[src/rtl/rv32_progloader_if.sv]
// Host byte stream, instruction-memory write port and pipeline control for rv32_progloader.
// The slave modport is the loader side; master is the host/fetch side.
interface rv32_progloader_if #(
    parameter int ADDR_WIDTH = 8
);
    logic                  in_valid;
    logic [7:0]            in_data;
    logic                  in_ready;
    logic                  mem_we_out;
    logic [ADDR_WIDTH-1:0] mem_addr_out;
    logic [31:0]           mem_data_out;
    logic                  stall_out;
    logic                  flush_out;
    logic                  branch_taken_out;
    logic [31:0]           branch_pc_out;
    logic                  busy_out;
    logic                  error_out;

    modport slave (
        input  in_valid, in_data,
        output in_ready, mem_we_out, mem_addr_out, mem_data_out,
               stall_out, flush_out, branch_taken_out, branch_pc_out,
               busy_out, error_out
    );

    modport master (
        output in_valid, in_data,
        input  in_ready, mem_we_out, mem_addr_out, mem_data_out,
               stall_out, flush_out, branch_taken_out, branch_pc_out,
               busy_out, error_out
    );
endinterface

[src/rtl/rv32_progloader.sv]
// Framed byte-stream loader writing little-endian words into instruction memory, then redirecting fetch.
// Optional trailing XOR checksum byte enabled by defining RV32_PROGLOADER_CHECKSUM_EN.
//
// state      | meaning
// S_IDLE     | waiting for MAGIC, other bytes dropped
// S_CNT_LO   | word count, low byte
// S_CNT_HI   | word count, high byte, range checked
// S_DATA     | assembling and writing words
// S_CSUM     | checksum byte compare (checksum build only)
// S_REDIRECT | one-cycle branch to RESET_PC, input not accepted
// S_ERROR    | sticky frame error until next MAGIC
module rv32_progloader #(
    parameter int          ADDR_WIDTH = 8,
    parameter logic [31:0] RESET_PC   = 32'h0000_0000,
    parameter logic [7:0]  MAGIC      = 8'hA5
) (
    input  logic clk,
    input  logic reset_n,
    rv32_progloader_if.slave bus
);

    typedef enum logic [2:0] {
        S_IDLE,
        S_CNT_LO,
        S_CNT_HI,
        S_DATA,
`ifdef RV32_PROGLOADER_CHECKSUM_EN
        S_CSUM,
`endif
        S_REDIRECT,
        S_ERROR
    } state_t;

    localparam logic [16:0] MAX_WORDS = 17'(1) << ADDR_WIDTH;

    state_t                state, state_n;
    logic [7:0]            cnt_lo;
    logic [ADDR_WIDTH-1:0] widx;
    logic [ADDR_WIDTH-1:0] word_last;
    logic [1:0]            byte_idx;
    logic [31:0]           word_sr;
`ifdef RV32_PROGLOADER_CHECKSUM_EN
    logic [7:0]            csum;
`endif

    logic        accept;
    logic        is_magic;
    logic [15:0] count_full;
    logic        count_bad;
    logic        wr_word;

    assign accept     = bus.in_valid && bus.in_ready;
    assign is_magic   = bus.in_data == MAGIC;
    assign count_full = {bus.in_data, cnt_lo};
    assign count_bad  = (count_full == 16'd0) || ({1'b0, count_full} > MAX_WORDS);
    assign wr_word    = accept && (state == S_DATA) && (byte_idx == 2'd3);

    assign bus.branch_pc_out = RESET_PC;

    always_comb begin
        state_n = state;
        case (state)
            S_IDLE, S_ERROR: if (accept && is_magic) state_n = S_CNT_LO;
            S_CNT_LO:        if (accept) state_n = S_CNT_HI;
            S_CNT_HI:        if (accept) state_n = count_bad ? S_ERROR : S_DATA;
            S_DATA: begin
                if (wr_word && (widx == word_last)) begin
`ifdef RV32_PROGLOADER_CHECKSUM_EN
                    state_n = S_CSUM;
`else
                    state_n = S_REDIRECT;
`endif
                end
            end
`ifdef RV32_PROGLOADER_CHECKSUM_EN
            S_CSUM:          if (accept) state_n = (bus.in_data == csum) ? S_REDIRECT : S_ERROR;
`endif
            S_REDIRECT:      state_n = S_IDLE;
            default:         state_n = S_IDLE;
        endcase
    end

    // Control outputs are registered decodes of the next state, so they track the state register exactly.
    always_ff @(posedge clk) begin
        if (!reset_n) begin
            state                <= S_IDLE;
            bus.in_ready         <= 1'b1;
            bus.mem_we_out       <= 1'b0;
            bus.mem_addr_out     <= '0;
            bus.mem_data_out     <= 32'd0;
            bus.stall_out        <= 1'b0;
            bus.flush_out        <= 1'b0;
            bus.branch_taken_out <= 1'b0;
            bus.busy_out         <= 1'b0;
            bus.error_out        <= 1'b0;
            cnt_lo               <= 8'd0;
            widx                 <= '0;
            word_last            <= '0;
            byte_idx             <= 2'd0;
            word_sr              <= 32'd0;
`ifdef RV32_PROGLOADER_CHECKSUM_EN
            csum                 <= 8'd0;
`endif
        end else begin
            state                <= state_n;
            bus.in_ready         <= state_n != S_REDIRECT;
            bus.stall_out        <= (state_n != S_IDLE) && (state_n != S_REDIRECT);
            bus.flush_out        <= state_n != S_IDLE;
            bus.busy_out         <= state_n != S_IDLE;
            bus.branch_taken_out <= state_n == S_REDIRECT;
            bus.error_out        <= state_n == S_ERROR;
            bus.mem_we_out       <= wr_word;
            if (wr_word) begin
                bus.mem_addr_out <= widx;
                bus.mem_data_out <= {bus.in_data, word_sr[31:8]};
            end
            if (accept) begin
                case (state)
                    S_CNT_LO: cnt_lo <= bus.in_data;
                    S_CNT_HI: begin
                        widx      <= '0;
                        byte_idx  <= 2'd0;
                        word_last <= ADDR_WIDTH'(count_full - 16'd1);
`ifdef RV32_PROGLOADER_CHECKSUM_EN
                        csum      <= 8'd0;
`endif
                    end
                    S_DATA: begin
                        word_sr  <= {bus.in_data, word_sr[31:8]};
                        byte_idx <= byte_idx + 2'd1;
                        if (byte_idx == 2'd3) widx <= widx + ADDR_WIDTH'(1);
`ifdef RV32_PROGLOADER_CHECKSUM_EN
                        csum     <= csum ^ bus.in_data;
`endif
                    end
                    default: ;
                endcase
            end
        end
    end

endmodule

[src/flat_wrapper.sv]
// flat-port wrapper written by rule: the top's interface ports become plain ports
module rv32_progloader_flat 
#(
    parameter int          ADDR_WIDTH = 8,
    parameter logic [31:0] RESET_PC   = 32'h0000_0000,
    parameter logic [7:0]  MAGIC      = 8'hA5
)
  (clk, reset_n, bus_in_valid, bus_in_data, bus_in_ready, bus_mem_we_out, bus_mem_addr_out, bus_mem_data_out, bus_stall_out, bus_flush_out, bus_branch_taken_out, bus_branch_pc_out, bus_busy_out, bus_error_out);
  rv32_progloader_if #(.ADDR_WIDTH(ADDR_WIDTH)) bus_i ();
  input  logic clk;
  input  logic reset_n;
  input wire logic [$bits(bus_i.in_valid)-1:0] bus_in_valid;
  input wire logic [$bits(bus_i.in_data)-1:0] bus_in_data;
  output wire logic [$bits(bus_i.in_ready)-1:0] bus_in_ready;
  output wire logic [$bits(bus_i.mem_we_out)-1:0] bus_mem_we_out;
  output wire logic [$bits(bus_i.mem_addr_out)-1:0] bus_mem_addr_out;
  output wire logic [$bits(bus_i.mem_data_out)-1:0] bus_mem_data_out;
  output wire logic [$bits(bus_i.stall_out)-1:0] bus_stall_out;
  output wire logic [$bits(bus_i.flush_out)-1:0] bus_flush_out;
  output wire logic [$bits(bus_i.branch_taken_out)-1:0] bus_branch_taken_out;
  output wire logic [$bits(bus_i.branch_pc_out)-1:0] bus_branch_pc_out;
  output wire logic [$bits(bus_i.busy_out)-1:0] bus_busy_out;
  output wire logic [$bits(bus_i.error_out)-1:0] bus_error_out;
  assign bus_i.in_valid = bus_in_valid;
  assign bus_i.in_data = bus_in_data;
  assign bus_in_ready = bus_i.in_ready;
  assign bus_mem_we_out = bus_i.mem_we_out;
  assign bus_mem_addr_out = bus_i.mem_addr_out;
  assign bus_mem_data_out = bus_i.mem_data_out;
  assign bus_stall_out = bus_i.stall_out;
  assign bus_flush_out = bus_i.flush_out;
  assign bus_branch_taken_out = bus_i.branch_taken_out;
  assign bus_branch_pc_out = bus_i.branch_pc_out;
  assign bus_busy_out = bus_i.busy_out;
  assign bus_error_out = bus_i.error_out;
  rv32_progloader #(.ADDR_WIDTH(ADDR_WIDTH), .RESET_PC(RESET_PC), .MAGIC(MAGIC)) u_core (.clk(clk), .reset_n(reset_n), .bus(bus_i));
endmodule
[config.mk]
export PLATFORM = sky130hd
export DESIGN_NAME = rv32_progloader_flat
export DESIGN_NICKNAME = d
export VERILOG_FILES = /design/src/rtl/rv32_progloader_if.sv /design/src/rtl/rv32_progloader.sv /design/src/flat_wrapper.sv
export SDC_FILE = /design/constraint.sdc
export NUM_CORES = 1
export LEC_CHECK = 0
export BUFFER_PORTS_ARGS = -buffer_cell sky130_fd_sc_hd__buf_4
export CAP_MARGIN = 20
export CORE_AREA = 3 3 91 93
export DETAILED_ROUTE_END_ITERATION = 10
export DIE_AREA = 0 0 94 96
export PLACE_DENSITY = 0.83
export SYNTH_ARGS = -nofsm -noshare
export SYNTH_HDL_FRONTEND = slang
export SYNTH_SLANG_ARGS = --single-unit
[constraint.sdc]
create_clock -name clk -period 2.32 [get_ports clk]
set_clock_uncertainty 0.2 [all_clocks]
set_input_delay 0.348 -clock clk [delete_from_list [all_inputs] [get_ports clk]]
set_output_delay 0.348 -clock clk [all_outputs]
set_load 0.005 [all_outputs]
== After elaboration in Yosys (flattened, before gate mapping) ==
Index checks and enable logic that the tools add are counted.
Cells by class
  $add $sub $neg: 3
  $lt $le $gt $ge: 1
  equal/unequal tests: 11
  muxes and demuxes: 9
  reductions and logical operators: 17
Operators with widths (number)
  greater-than comparator 16 x 9 -> 1 bit (second input constant): 1
  zero test 16 bit: 1
  one-hot mux 8 bit (2 select lines): 1
  two-way mux 3 bit: 5
  one-hot mux 3 bit (4 select lines): 1
  == test 3 bit (second input constant): 3
  adder 8 x 1 -> 8 bit (second input constant): 1
  == test 8 bit: 1
  == test 8 bit (second input constant): 1
  two-way mux 8 bit: 1
  AND reduction 2 bit: 4
  subtractor 8 x 1 -> 8 bit (second input constant): 1
  == test 3 x 2 -> 1 bit (second input constant): 2
  logical AND 1 bit: 6
  one-hot mux 2 bit (2 select lines): 1
  == test 3 x 1 -> 1 bit (second input constant): 1
  zero test 3 bit: 1
  != test 3 bit (second input constant): 1
  AND reduction 3 bit: 1
  nonzero test 3 bit: 1
  adder 2 x 1 -> 2 bit (second input constant): 1
  == test 2 bit (second input constant): 1
  != test 2 bit (second input constant): 1
  nonzero test 2 bit: 1
  2 further kinds: 2
Word-level totals
  flip-flop bits (word level): 107
  input port bits: 11
  output and inout port bits: 79
  word-level logic and storage cells: 55

== Longest topological paths before layout ==
  word-level depth: 8
  gate-level depth with buffers: 7

== Worst setup path after synthesis ==
No wires, ideal clock.
  kind: input port to flip-flop
  start: in bus_in_data[1]
  end: reg u_core.bus.branch_taken_out
  library setup time: 0.115 ns
  arrival time: 1.790 ns
  path slack: 0.215 ns
  cell stages on the path: 5
  buffers on the path: 0
  path through: or4_1 nor3_1 a31oi_2 o311a_4 and2_1
On the way
  word-level cells in the longest chain between the ends: 6
  elaborated cells on any way between the ends: 10
RTL lines
  start: declaration: line flat_wrapper.sv:13  | input wire logic [$bits(bus_i.in_data)-1:0] bus_in_data;
  greater-than comparator 16 x 9 -> 1 bit or zero test 16 bit (tied branches): line rv32_progloader.sv:55  | assign count_bad = (count_full == 16'd0) || ({1'b0, count_full} > MAX_WORDS);
  logical OR 1 bit: line rv32_progloader.sv:55
  two-way mux 3 bit (2 in a row): line rv32_progloader.sv:65  | S_CNT_HI: if (accept) state_n = count_bad ? S_ERROR : S_DATA;
  one-hot mux 3 bit (4 select lines) (*): line rv32_progloader.sv:62  | case (state)
  == test 3 bit (*): line rv32_progloader.sv:110  | bus.branch_taken_out <= state_n == S_REDIRECT;
  end signal: assignment: line rv32_progloader.sv:93  | bus.branch_taken_out <= 1'b0;
  end signal: assignment: line rv32_progloader.sv:110
  end: declaration: line rv32_progloader_if.sv:22  | stall_out, flush_out, branch_taken_out, branch_pc_out,
Every way passes the cells marked *; elsewhere a longest branch is shown, timed or not.
A chain may end at the register's enable or synchronous reset.

== Final worst setup path ==
  start: reg u_core.cnt_lo[3]
  end: reg u_core.bus.flush_out
On the way
  word-level cells in the longest chain between the ends: 6
  elaborated cells on any way between the ends: 7
RTL lines
  start: declaration: line rv32_progloader.sv:37  | logic [7:0] cnt_lo;
  start signal: assignment: line rv32_progloader.sv:119  | S_CNT_LO: cnt_lo <= bus.in_data;
  greater-than comparator 16 x 9 -> 1 bit or zero test 16 bit (tied branches): line rv32_progloader.sv:55
  logical OR 1 bit (*): line rv32_progloader.sv:55
  two-way mux 3 bit (*) (2 in a row): line rv32_progloader.sv:65
  one-hot mux 3 bit (4 select lines) (*): line rv32_progloader.sv:62
  nonzero test 3 bit (*): line rv32_progloader.sv:108  | bus.flush_out <= state_n != S_IDLE;
  end signal: assignment: line rv32_progloader.sv:92  | bus.flush_out <= 1'b0;
  end signal: assignment: line rv32_progloader.sv:108
  end: declaration: line rv32_progloader_if.sv:22
Marked as above.

==> run summary <==
Status - finished clean
Largest net degree at the start of global routing - 39
Root Driver - clkbuf_8
Clock Latency Late Sink - 0.37 ns
I/O pin count - 90
Dpl hpwl - 6.026 mm
Hold wc startpoint - bus_in_data[6]
Tot Pwr - 2.847 mW
Synth Register Bits - 99
Final nets - 561
Post-synthesis sequential area ratio - 48.75%
Placed instance count - 638
Worst setup path end - u_core.bus.flush_out
Final Slew Violations - 0
Overflow left after global routing - 0
WL/cell - 13.04 µm
Vias - 3293
Inserted Diodes - 0
Initial core utilization - 53.44%
CTS tree - done
Core Region - 7607 µm²
Postcts setup bufs - 0
Final wirelength - 8.531 mm
RSZ-0062 raised after global routing - no
Synth top area share - 48.75%
Hold depth - 3
DRT Pass-1 Iters - 5
Detail Route Antenna Nets - 0
Post-CTS sizing - 0
CTS Buf Count - 9
TNS Setup - 0 ns
Fillers - 670
Global-route wire length before repair - 14.02 mm
CP Launch Point - u_core.cnt_lo[3]
Final GP Congestion - 0.8293
Die area - 9024 µm²
DRC Markers - 0
Critical path capture point type - flip-flop
RR Endpoint - u_core.bus.flush_out
Avg Cell Area, Syn - 8.212 µm²
GRT Resource Usage Total - 19.53%
Cell taking the most area after synthesis - dfxtp_1
Crit Path Max Fanout - 6
Leading cell type in the layout, fill and taps excluded - nand2_1
Std cell rows - 32
Highest clock rate - 0.4509 GHz
Layout cells sized above 1 - 17.75%
Final worst path period need - 2.218 ns
Post-Synthesis Cells - 495
Worst vdd ir - 300.3 µV
Fin cells - 654
Worst r2r src - u_core.cnt_lo[3]
Die width - 94 µm
Pwr dens - 605.6 nW/µm²
Iteration-0 DRC Markers - 160
Worst path arrival time - 2.26 ns
# setup viols final - 0
Critical path class - reg -> reg
Fin. Hold Viols - 0
Tcrit/Tclk final - 95.60%
Worst-case clock buffer depth - 2
Clk sink count - 99
Netlist cell types - 38
Hold Crit Class - in -> reg
Vias per std cell - 5.035
Static Leak - 1.831 nW
Worst Path Required - 2.36 ns
Chip height - 96 µm
Most frequent cells in the layout - 138 x nand2_1, 99 x dfxtp_1, 70 x a21oi_1, 70 x buf_4
Ys Warns - 0
R2R setup slack - 0.10 ns
Depth of the CTS H-tree - 3
Initial antenna violation count - 0
Reg2Reg Depth - 5
Post-Syn Area - 4065 µm²
Hold_buf cts - 0
Max cap viols - 0
Largest cells by area after synthesis - dfxtp_1 49%, nand2_1 13%, a21oi_1 8.6%
Area Overhead vs Synth - 15.64%
Critical path startpoint category - flip-flop
Min Hold Slack - 0.03611 ns
Vias in the first global route - 3086
Port bufs - 57
CTS clk-pin slew, worst paths - 0.10 ns
cells in the mapped netlist:
cell,count
nand3_1,6
a31oi_1,2
nor2_1,32
xnor2_1,6
and4_1,1
a31oi_2,1
o311a_4,1
and4b_1,1
o31ai_2,1
or4_1,1
clkbuf_1,28
nor4_1,5
dfxtp_1,99
nor3b_1,1
mux2_2,1
nand2_1,138
nor3b_2,1
inv_1,4
o21ai_1,1
a311oi_1,1
nor3_2,1
or4_4,2
conb_1,1
ha_1,3
mux2i_1,9
nand2b_1,3
and2_1,3
nand4_1,3
nor3_1,5
a211oi_1,8
buf_4,33
or3_1,2
o21ai_0,3
or2_2,1
xor2_1,14
nand4b_1,1
a21oi_1,70
and3_1,2
cell type report:
type | count | area, µm² | share of cell area, %
clock buffer | 10 | 137.6 | 2.928
clock inverter | 6 | 56.30 | 1.198
multi-input combinational | 362 | 1837 | 39.07
tap | 102 | 127.6 | 2.715
timing repair buffer | 71 | 545.5 | 11.60
sequential | 99 | 1982 | 42.16
inverter | 4 | 15.01 | 0.3194
worst max-delay path, stage by stage, from the launching register on:
cell and delay (ns):
dfxtp_1 0.37, or4_4 0.57, or4_4 0.44, and4_1 0.19, o21ai_1 0.21, a31oi_1 0.11
stage by stage:
| step | setup slack (ns) | util, % | cell area [µm²] |
|---|---|---|---|
| after global routing | 0.007673 | 61.79 | 4701 |
| after floorplan | 0.2151 | - | 4182 |
| final | 0.1020 | 61.79 | 4701 |
| after CTS | 0.1050 | 61.79 | 4701 |
| after detailed placement | -0.002143 | 59.24 | 4507 |
| after global placement | 0.03979 | 59.24 | 4507 |
worst min path at each step:
| stage | slack, ns | end |
|---|---|---|
| after global placement | 0.24 | u_core.byte_idx[1] |
| after floorplan | 0.23 | u_core.bus.mem_data_out[0] |
| after CTS | 0.03 | u_core.word_sr[30] |
| after global routing | 0.05 | u_core.word_sr[30] |
| final | 0.04 | u_core.word_sr[30] |
| after detailed placement | 0.25 | u_core.bus.mem_data_out[2] |
metal layers:
layer	track usage, %	share of wire (%)	vias up
li1	-	-	1671
met1	24.48	45	1522
met2	32.88	48	86
met3	3.597	5.2	14
met4	8.664	1.7	0
met5	0	0	-
logic make-up (layout without fill, tap and decap cells):
group,Yosys count,count (layout),synth area share (%)
buffers and inverters,65,91,9.049
AOI/OAI and AO/OA,88,88,12.25
other,1,32,0.09225
DFF,99,99,48.75
xor gates and xnor gates,20,20,4.309
and+or+nand+nor,209,209,22.13
muxes,10,10,2.493
adders and majority gates,3,3,0.9235
report_power, final:
part / leakage, nW / internal, mW / switching [mW]
Combinational: 0.937 / 0.0236 / 0.0558
Clock: 0.0969 / 0.442 / 0.627
Sequential: 0.797 / 1.70 / 0.000247
Total: 1.83 / 2.16 / 0.684
state kept, by name (all words and copies together), names as in the netlist:
signal                       flops
u_core.word_sr                  24
u_core.bus.mem_addr_out          8
u_core.bus.stall_out             1
u_core.word_last                 8
u_core.widx                      8
u_core.bus.branch_taken_out      1
u_core.bus.in_ready              1
u_core.bus.mem_data_out         32
u_core.bus.flush_out             1
u_core.state                     3
u_core.bus.mem_we_out            1
u_core.byte_idx                  2
u_core.cnt_lo                    8
u_core.bus.error_out             1
Power figures use the tool's default switching activity.
